<file path="config.mk">
export PLATFORM = sky130hd
export DESIGN_NAME = fir_output_scaler
export DESIGN_NICKNAME = d
export VERILOG_FILES = /design/src/rtl/fir_out_pkg.sv /design/src/rtl/fir_out_fifo.sv /design/src/rtl/fir_output_scaler.sv
export SDC_FILE = /design/constraint.sdc
export NUM_CORES = 1
export LEC_CHECK = 0
export ABC_AREA = 0
export ABC_CLOCK_PERIOD_IN_PS = 7570
export BUFFER_PORTS_ARGS = -buffer_cell sky130_fd_sc_hd__buf_4
export CORE_AREA = 3 3 215 217
export DETAILED_ROUTE_END_ITERATION = 10
export DIE_AREA = 0 0 218 220
export GPL_TIMING_DRIVEN = 0
export PLACE_DENSITY = 0.61
export SKIP_CTS_REPAIR_TIMING = 1
export SYNTH_ARGS = -nofsm -noshare
export SYNTH_HDL_FRONTEND = slang
export SYNTH_HIERARCHICAL = 1
export SYNTH_SLANG_ARGS = --single-unit
</file>
<file path="constraint.sdc">
create_clock -name clk -period 7.57 [get_ports clk]
set_clock_uncertainty 0.15 [all_clocks]
set_input_delay 1.1355 -clock clk [delete_from_list [all_inputs] [get_ports clk]]
set_output_delay 1.1355 -clock clk [all_outputs]
set_load 0.05 [all_outputs]
</file>
<file path="src/rtl/fir_out_pkg.sv">
// fir_out_pkg: shared widths, saturation limits and sample types for the FIR output scaler.
package fir_out_pkg;
  localparam int IN_W  = 48;
  localparam int OUT_W = 24;
  typedef logic signed [IN_W-1:0]  in_sample_t;
  typedef logic signed [OUT_W-1:0] out_sample_t;
  localparam out_sample_t OUT_MAX = {1'b0, {(OUT_W-1){1'b1}}};
  localparam out_sample_t OUT_MIN = {1'b1, {(OUT_W-1){1'b0}}};
endpackage

</file>
<file path="src/rtl/fir_out_fifo.sv">
// fir_out_fifo: synchronous FIFO with occupancy count; reads show the head word, zero when empty.
module fir_out_fifo
  import fir_out_pkg::*;
#(
  parameter int DEPTH = 16,
  localparam int AW = $clog2(DEPTH)
) (
  input  logic          clk,
  input  logic          resetn,
  input  logic          wr_en,
  input  out_sample_t   wr_data,
  input  logic          rd_en,
  output out_sample_t   rd_data,
  output logic          full,
  output logic          empty,
  output logic [AW:0]   level
);
  out_sample_t mem_q [DEPTH];
  logic [AW-1:0] wr_ptr_q, wr_ptr_d, rd_ptr_q, rd_ptr_d;
  logic [AW:0]   level_q, level_d;
  logic          push, pop;
  always_comb begin
    empty    = level_q == '0;
    full     = level_q == (AW+1)'(DEPTH);
    pop      = rd_en & ~empty;
    // a full FIFO still accepts a write when the head leaves on the same edge
    push     = wr_en & (~full | pop);
    wr_ptr_d = push ? wr_ptr_q + 1'b1 : wr_ptr_q;
    rd_ptr_d = pop ? rd_ptr_q + 1'b1 : rd_ptr_q;
    level_d  = level_q + (AW+1)'(push) - (AW+1)'(pop);
    rd_data  = empty ? '0 : mem_q[rd_ptr_q];
    level    = level_q;
  end
  always_ff @(posedge clk or negedge resetn)
    if (!resetn) begin
      wr_ptr_q <= '0;
      rd_ptr_q <= '0;
      level_q  <= '0;
    end else begin
      wr_ptr_q <= wr_ptr_d;
      rd_ptr_q <= rd_ptr_d;
      level_q  <= level_d;
    end
  always_ff @(posedge clk)
    if (push) mem_q[wr_ptr_q] <= wr_data;
endmodule

</file>
<file path="src/rtl/fir_output_scaler.sv">
// fir_output_scaler: round-half-up, shift and saturate 48-bit FIR results to 24 bits,
// then buffer them for an AXI-Stream consumer with sticky saturation/drop flags.
module fir_output_scaler
  import fir_out_pkg::*;
#(
  parameter int SHIFT = 16,
  parameter int DEPTH = 16
) (
  input  logic                     clk,
  input  logic                     resetn,
  input  logic                     s_axis_data_tvalid,
  input  logic [IN_W-1:0]          s_axis_data_tdata,
  output logic                     m_axis_data_tvalid,
  input  logic                     m_axis_data_tready,
  output logic [OUT_W-1:0]         m_axis_data_tdata,
  input  logic                     clear_flags,
  output logic                     sat_flag,
  output logic                     drop_flag,
  output logic [$clog2(DEPTH):0]   fifo_level
);
  localparam logic signed [IN_W:0] RND    = (IN_W+1)'(1) << (SHIFT-1);
  localparam logic signed [IN_W:0] SAT_HI = (IN_W+1)'(OUT_MAX);
  localparam logic signed [IN_W:0] SAT_LO = ~SAT_HI;
  logic signed [IN_W:0] rounded, shifted;
  logic                 clamp;
  logic                 s1_valid_q, s1_valid_d;
  out_sample_t          s1_data_q, s1_data_d, head;
  logic                 sat_q, sat_d, drop_q, drop_d;
  logic                 fifo_full, fifo_empty, drop;
  always_comb begin
    rounded    = $signed({s_axis_data_tdata[IN_W-1], s_axis_data_tdata}) + RND;
    shifted    = rounded >>> SHIFT;
    clamp      = (shifted > SAT_HI) | (shifted < SAT_LO);
    s1_valid_d = s_axis_data_tvalid;
    s1_data_d  = !s_axis_data_tvalid ? s1_data_q :
                 shifted > SAT_HI    ? OUT_MAX :
                 shifted < SAT_LO    ? OUT_MIN : shifted[OUT_W-1:0];
    drop       = s1_valid_q & fifo_full & ~(m_axis_data_tready & ~fifo_empty);
    // a set event outranks a clear in the same cycle
    sat_d      = (s_axis_data_tvalid & clamp) | (sat_q & ~clear_flags);
    drop_d     = drop | (drop_q & ~clear_flags);
  end
  always_ff @(posedge clk or negedge resetn)
    if (!resetn) begin
      s1_valid_q <= 1'b0;
      s1_data_q  <= '0;
      sat_q      <= 1'b0;
      drop_q     <= 1'b0;
    end else begin
      s1_valid_q <= s1_valid_d;
      s1_data_q  <= s1_data_d;
      sat_q      <= sat_d;
      drop_q     <= drop_d;
    end
  fir_out_fifo #(.DEPTH(DEPTH)) u_fifo (
    .clk     (clk),
    .resetn  (resetn),
    .wr_en   (s1_valid_q),
    .wr_data (s1_data_q),
    .rd_en   (m_axis_data_tready),
    .rd_data (head),
    .full    (fifo_full),
    .empty   (fifo_empty),
    .level   (fifo_level)
  );
  assign m_axis_data_tvalid = ~fifo_empty;
  assign m_axis_data_tdata  = head;
  assign sat_flag           = sat_q;
  assign drop_flag          = drop_q;
endmodule

</file>
* Yosys cells after proc, flatten, opt, wreduce, memory -nomap -nowiden *
Memory sizes are Yosys's and may differ from the RTL's.
Cells that the tools add are included.

word-level totals
  flip-flop bits (word level) = 40
  bits in latches = 0
  RAM bits = 384
  memory bits (read-only) = 0
  input port bits = 53
  word-level logic and storage cells = 37
  memories kept = 1

memory list
  name          depth  bits a word  read ports  clocked after Yosys merged registers in  write ports  line                source
  u_fifo.mem_q  16     24           1           0                                        1            fir_out_fifo.sv:18  out_sample_t mem_q [DEPTH];

cells by class
  add/subtract/negate cells = 5
  $mul = 0
  div/mod/pow operators = 0
  $lt $le $gt $ge = 2
  eq/ne operators = 1
  shift operators = 0
  muxes and demuxes = 5
  bitwise logic cells = 15
  reduce and logical (&&, ||, !) cells = 1

operators with widths
  cell                      number
  $mux W24                  3
  $add A48 B17 Y49 const B  1
  $gt A33 B24 Y1 const B    1
  $lt A33 B24 Y1 const B    1
  $add A4 B1 Y4 const B     2
  $and A1 B1 Y1             7
  $add A5 B1 Y5             1
  $eq A5 B5 Y1 const B      1
  $logic_not A5 Y1          1
  $sub A5 B1 Y5             1
  $not A1 Y1                4
  $or A1 B1 Y1              4
  $mux W1                   2

* Longest topological paths before layout *
  word-level depth = 7
  depth in mapped cells = 13

* Hierarchy *
Netlist, hierarchy kept.

by module, submodules not included
  module             times used  cells each  area an instance (um^2)  sequential area each (um^2)
  fir_out_fifo       1           701         15486.1                  11856.4
  fir_output_scaler  1           241         2194.6                   675.6

* Worst setup path before layout *
Ideal clock, no wire load.

  path kind = input to register
  start = in m_axis_data_tready
  end = mem u_fifo/mem_q[3][0] (netlist name), enable pin
  setup time = 0.435 ns
  arrival time = 3.284 ns
  required time = 6.985 ns
  slack = 3.701 ns
  cell stages on the path = 3
  buffers on the path = 1
  cell sequence = clkbuf_1 o211ai_1 nor3_1

between the ends
  longest elaborated chain between the ends = 5

RTL lines
  item                           line                     source
  from (decl)                    fir_output_scaler.sv:14  input logic m_axis_data_tready,
  $and A1 B1 Y1                  fir_out_fifo.sv:25       pop = rd_en & ~empty;
  $or A1 B1 Y1                   fir_out_fifo.sv:27       push = wr_en & (~full | pop);
  $and A1 B1 Y1                  fir_out_fifo.sv:27
  $mux W1                        fir_out_fifo.sv:45       if (push) mem_q[wr_ptr_q] <= wr_data;
  $mux W1 (implied by the code)  fir_out_fifo.sv:45
  to (decl)                      fir_out_fifo.sv:18

Every way passes these cells.

* Worst setup path after layout *
  start = reg u_fifo.level_q[3], in the netlist u_fifo/level[3]
  end = out m_axis_data_tdata[20]

between the ends
  longest elaborated chain between the ends = 2

RTL lines
  item                    line                     source
  from (decl)             fir_out_fifo.sv:20       logic [AW:0] level_q, level_d;
  from (signal assigned)  fir_out_fifo.sv:42       level_q <= level_d;
  $logic_not A5 Y1        fir_out_fifo.sv:23       empty = level_q == '0;
  $mux W24                fir_out_fifo.sv:31       rd_data = empty ? '0 : mem_q[rd_ptr_q];
  to (decl)               fir_output_scaler.sv:15  output logic [OUT_W-1:0] m_axis_data_tdata,

Every way passes these cells.

==> impl_metrics.csv <==
group,metric,value,unit
timing,totalNegativeSetupSlack,0,ns
synth,avgSynthCellArea,18.8,um2
synth,ys_seq_area_share,70.9,%
timing,finalCritPeriodShare,57.3,%
worst_setup_path,crit_chain,"inv_1, ha_1, or4b_4, nand2b_1, buf_2, buf_2, o221ai_1, buf_4",
floorplan,die_area,48000,um2
pwr,vdd_drop_max,0.201,mV
synth,synth_warnings,6,
finish,design_area,20800,um2
synth,synth_edf_count,384,
worst_setup_path,crit_required,6.28,ns
detailed_routing,wl_per_cell,24.7,um
detailed_routing,dr_total_vias,9402,
worst_hold_path,hp-class,"reg -> reg",
timing,tightest_slew,1.01,ns
timing,slew_headroom,32.7,%
floorplan,die_h,220,um
clock_tree,tritoncts,"built",
timing,period_minus_slack,4.33,ns
pwr,clkPwrFrac,25.6,%
finish,nNetsFinal,1145,
outcome,outcome,"finished, final reports clean",
synth,synth_area,17700,um2
pwr,leakage,7.11,nW
detailed_routing,drc,0,
pwr,seqPwrFrac,37.8,%
synth,netlist_instances,942,
worst_setup_path,slowest_delay,0.52,ns
detailed_routing,routed_via_density,5.52,
synth,ys.flop_type,"edfxtp_1",
placed_design,place_congestion,0.843,
synth,synthArstFlopShare,9.43,%
clock_tree,cts-root-buf,"clkbuf_16",
pwr,fin_total_pwr,7.93,mW
placed_design,hpwl,28.1,mm
floorplan,core,44300,um2
pwr,p_int,5.16,mW
synth,synth_seq_cells,424,
detailed_routing,drtAntennaViolNets,0,
worst_setup_path,worst_setup_path_end_kind,"output port",
flow_run,cap_violations,0,
pwr,swShare,34.9,%
pwr,combPwrFrac,36.6,%
global_route,grt_pass1_wl,62.2,mm
clock_tree,path_clk_slew,0.06,ns
detailed_routing,dr.first_iter.drc_count,755,
synth,synth_cell_types,56,
finish,final_layout_size_suffix_gt1_share,30.1,%
timing,rsz0062_at_grt,"false",
finish,fillers,3783,
worst_setup_path,path_max_fanout,10,
timing,fmax,0.231,GHz
detailed_routing,drtPass1Iterations,5,
clock_tree,htreeDepth,2,
clock_tree,numCtsBuffers,44,
timing,setup_viol,0,
clock_tree,clk_path_buf_depth,3,
pwr,p_per_area,382,nW/um2
clock_tree,insertion_delay,0.55,ns
placed_design,dpl_cell_area,19400,um2
global_route,grt_pass1_vias,9552,
floorplan,start_util,39.9,%
worst_setup_path,critPathSlowestCell,"or4b_4",
finish,seq_area,12500,um2
global_route,grt_usage,17.7,%
worst_setup_path,r2r_setup_slack,4.31,ns
finish,area_delta_synth_final,17.5,%
global_route,grt_antenna_before_repair,0,
worst_setup_path,worstPathArrival,3.05,ns
timing,fin_hold_ws,0.389,ns
floorplan,ioPinCount,85,
finish,num_antenna_cells,0,
global_route,grt-ovfl-total,0,
synth,synth_nets,1008,
floorplan,fp-row-count,77,
global_route,grt_max_degree,41,
floorplan,die_w,218,um
clock_tree,clock-sinks,424,
placed_design,dp_slack,3.83,ns
finish,multi_input_area,4650,um2
pwr,switching_power,2.77,mW
worst_setup_path,crit_type,"reg -> out",
worst_setup_path,startpoint_type,"register",
detailed_routing,wirelength,42.1,mm
timing,setup_ws,3.24,ns
timing,drv_slew,0,
timing,hold_violations,0,
worst_setup_path,cpMostUsedCell,"buf_2",
placed_design,port_buffers,69,
## flip-flops by register name (all words and copies together), names as in the netlist
register / cells
u_fifo/mem_q: 384
s1_data_q: 24
u_fifo/level: 5
u_fifo/rd_ptr_q: 4
u_fifo/wr_ptr_q: 4
drop_flag: 1
s1_valid_q: 1
sat_flag: 1
## cell usage after synthesis (all sizes together), types with 5 or more instances
library cell | count | share of area [%]
xnor2 | 22 | 1.1
inv | 68 | 1.4
xor2 | 14 | 0.69
mux4 | 96 | 12
and3 | 5 | 0.18
and4 | 7 | 0.36
o221ai | 48 | 3.1
o211ai | 5 | 0.21
o21ai | 6 | 0.17
nand4 | 12 | 0.67
nor4 | 7 | 0.45
mux2i | 26 | 1.5
and2 | 5 | 0.18
nand2 | 42 | 0.89
edfxtp | 384 | 65
clkbuf | 12 | 0.25
nor2 | 24 | 0.52
dfrtp | 40 | 5.7
nor3 | 8 | 0.23
nand3 | 33 | 0.93
ha | 12 | 0.85
buf | 38 | 1.7
## cells by family after synthesis
kind of cell,Yosys count,share of synthesized area (%)
adders and majority gates,13,0.962
buffers and inverters,118,3.43
xor gates and xnor gates,36,1.78
AOI/OAI and AO/OA,72,4.18
DFF,424,70.9
muxes,124,13.8
and+or+nand+nor,155,4.94
## layout make-up
type / instances / area share (%)
buffer: 50 / 1.69
clock buffer: 52 / 5.55
clock inverter: 27 / 0.975
inverter: 68 / 1.23
multi-input combinational: 400 / 22.4
sequential: 424 / 60.3
tap: 592 / 3.56
timing repair buffer: 91 / 4.30
## per-layer routing
metal	track usage (%)	part of all wire, %	up-vias
li1	-	-	4061
met1	25.3	44	4962
met2	28.5	48	315
met3	2.61	5.5	64
met4	5.26	2.5	0
met5	0	0	-
## power groups by stage
stage	registers [mW]	clock network [mW]	logic, mW
6_report	3.00	2.03	2.90
5_1_grt	3.03	2.17	3.08
4_1_cts	3.00	2.08	2.95
3_5_place_dp	3.05	0	2.95
3_3_place_gp	3.05	0	2.83
2_1_floorplan	3.05	0	1.94
## metrics by stage
| stage | std cells | util, % |
|---|---|---|
| after floorplan | 942 | - |
| after detailed placement | 1625 | 43.8 |
| after global routing | 1704 | 46.9 |
| after global placement | 1603 | 42.7 |
| after CTS | 1704 | 46.9 |
| final | 1704 | 46.9 |
## path summary, 6_finish.rpt
| kind | startpoint | cells past startpoint | endpoint |
|---|---|---|---|
| max | u_fifo/level[3]$_DFF_PN0_ | 8 | m_axis_data_tdata[20] |
| max in group asynchronous | resetn | 1 | s1_data_q[17]$_DFFE_PN0P_ |
| min in group asynchronous | resetn | 1 | u_fifo/level[2]$_DFF_PN0_ |
| max reg2reg | u_fifo/level[3]$_DFF_PN0_ | 13 | u_fifo/level[4]$_DFF_PN0_ |
| min | drop_flag$_DFF_PN0_ | 2 | drop_flag$_DFF_PN0_ |
| min reg2reg | drop_flag$_DFF_PN0_ | 2 | drop_flag$_DFF_PN0_ |
## critical path, delay by kind of cell, from the launching register on
kind	cells	cell delay (ns)
flip-flops	1	0.40
adder cells (fa/ha/maj)	1	0.18
AND/OR/NAND/NOR	2	0.61
buffers and inverters	4	1.00
AO/OA/AOI/OAI	1	0.29
## placed cells by master (no fill, tap or decap), types with 4 or more instances in the layout
cell type,netlist,routed
edfxtp_1,384,384
mux4_2,96,96
buf_4,6,75
inv_1,68,68
clkbuf_16,0,45
nand2_1,42,42
dfrtp_1,40,40
nand3_1,33,33
o221ai_1,27,27
mux2i_1,26,26
xnor2_1,22,22
buf_6,10,21
o221ai_2,21,21
clkbuf_1,12,19
buf_2,17,17
xor2_1,14,14
ha_1,12,12
clkinv_1,0,12
nor2_4,0,12
nor2_1,23,11
clkinv_2,0,10
nand4_1,8,8
buf_12,2,7
and4_1,6,6
and3_1,5,5
and2_1,5,5
o21ai_0,5,5
o211ai_1,5,5
buf_16,0,5
nor4_1,4,4
nor3_1,8,4
nor3_2,0,4
Note: power is estimated with default switching activity, not from simulation.
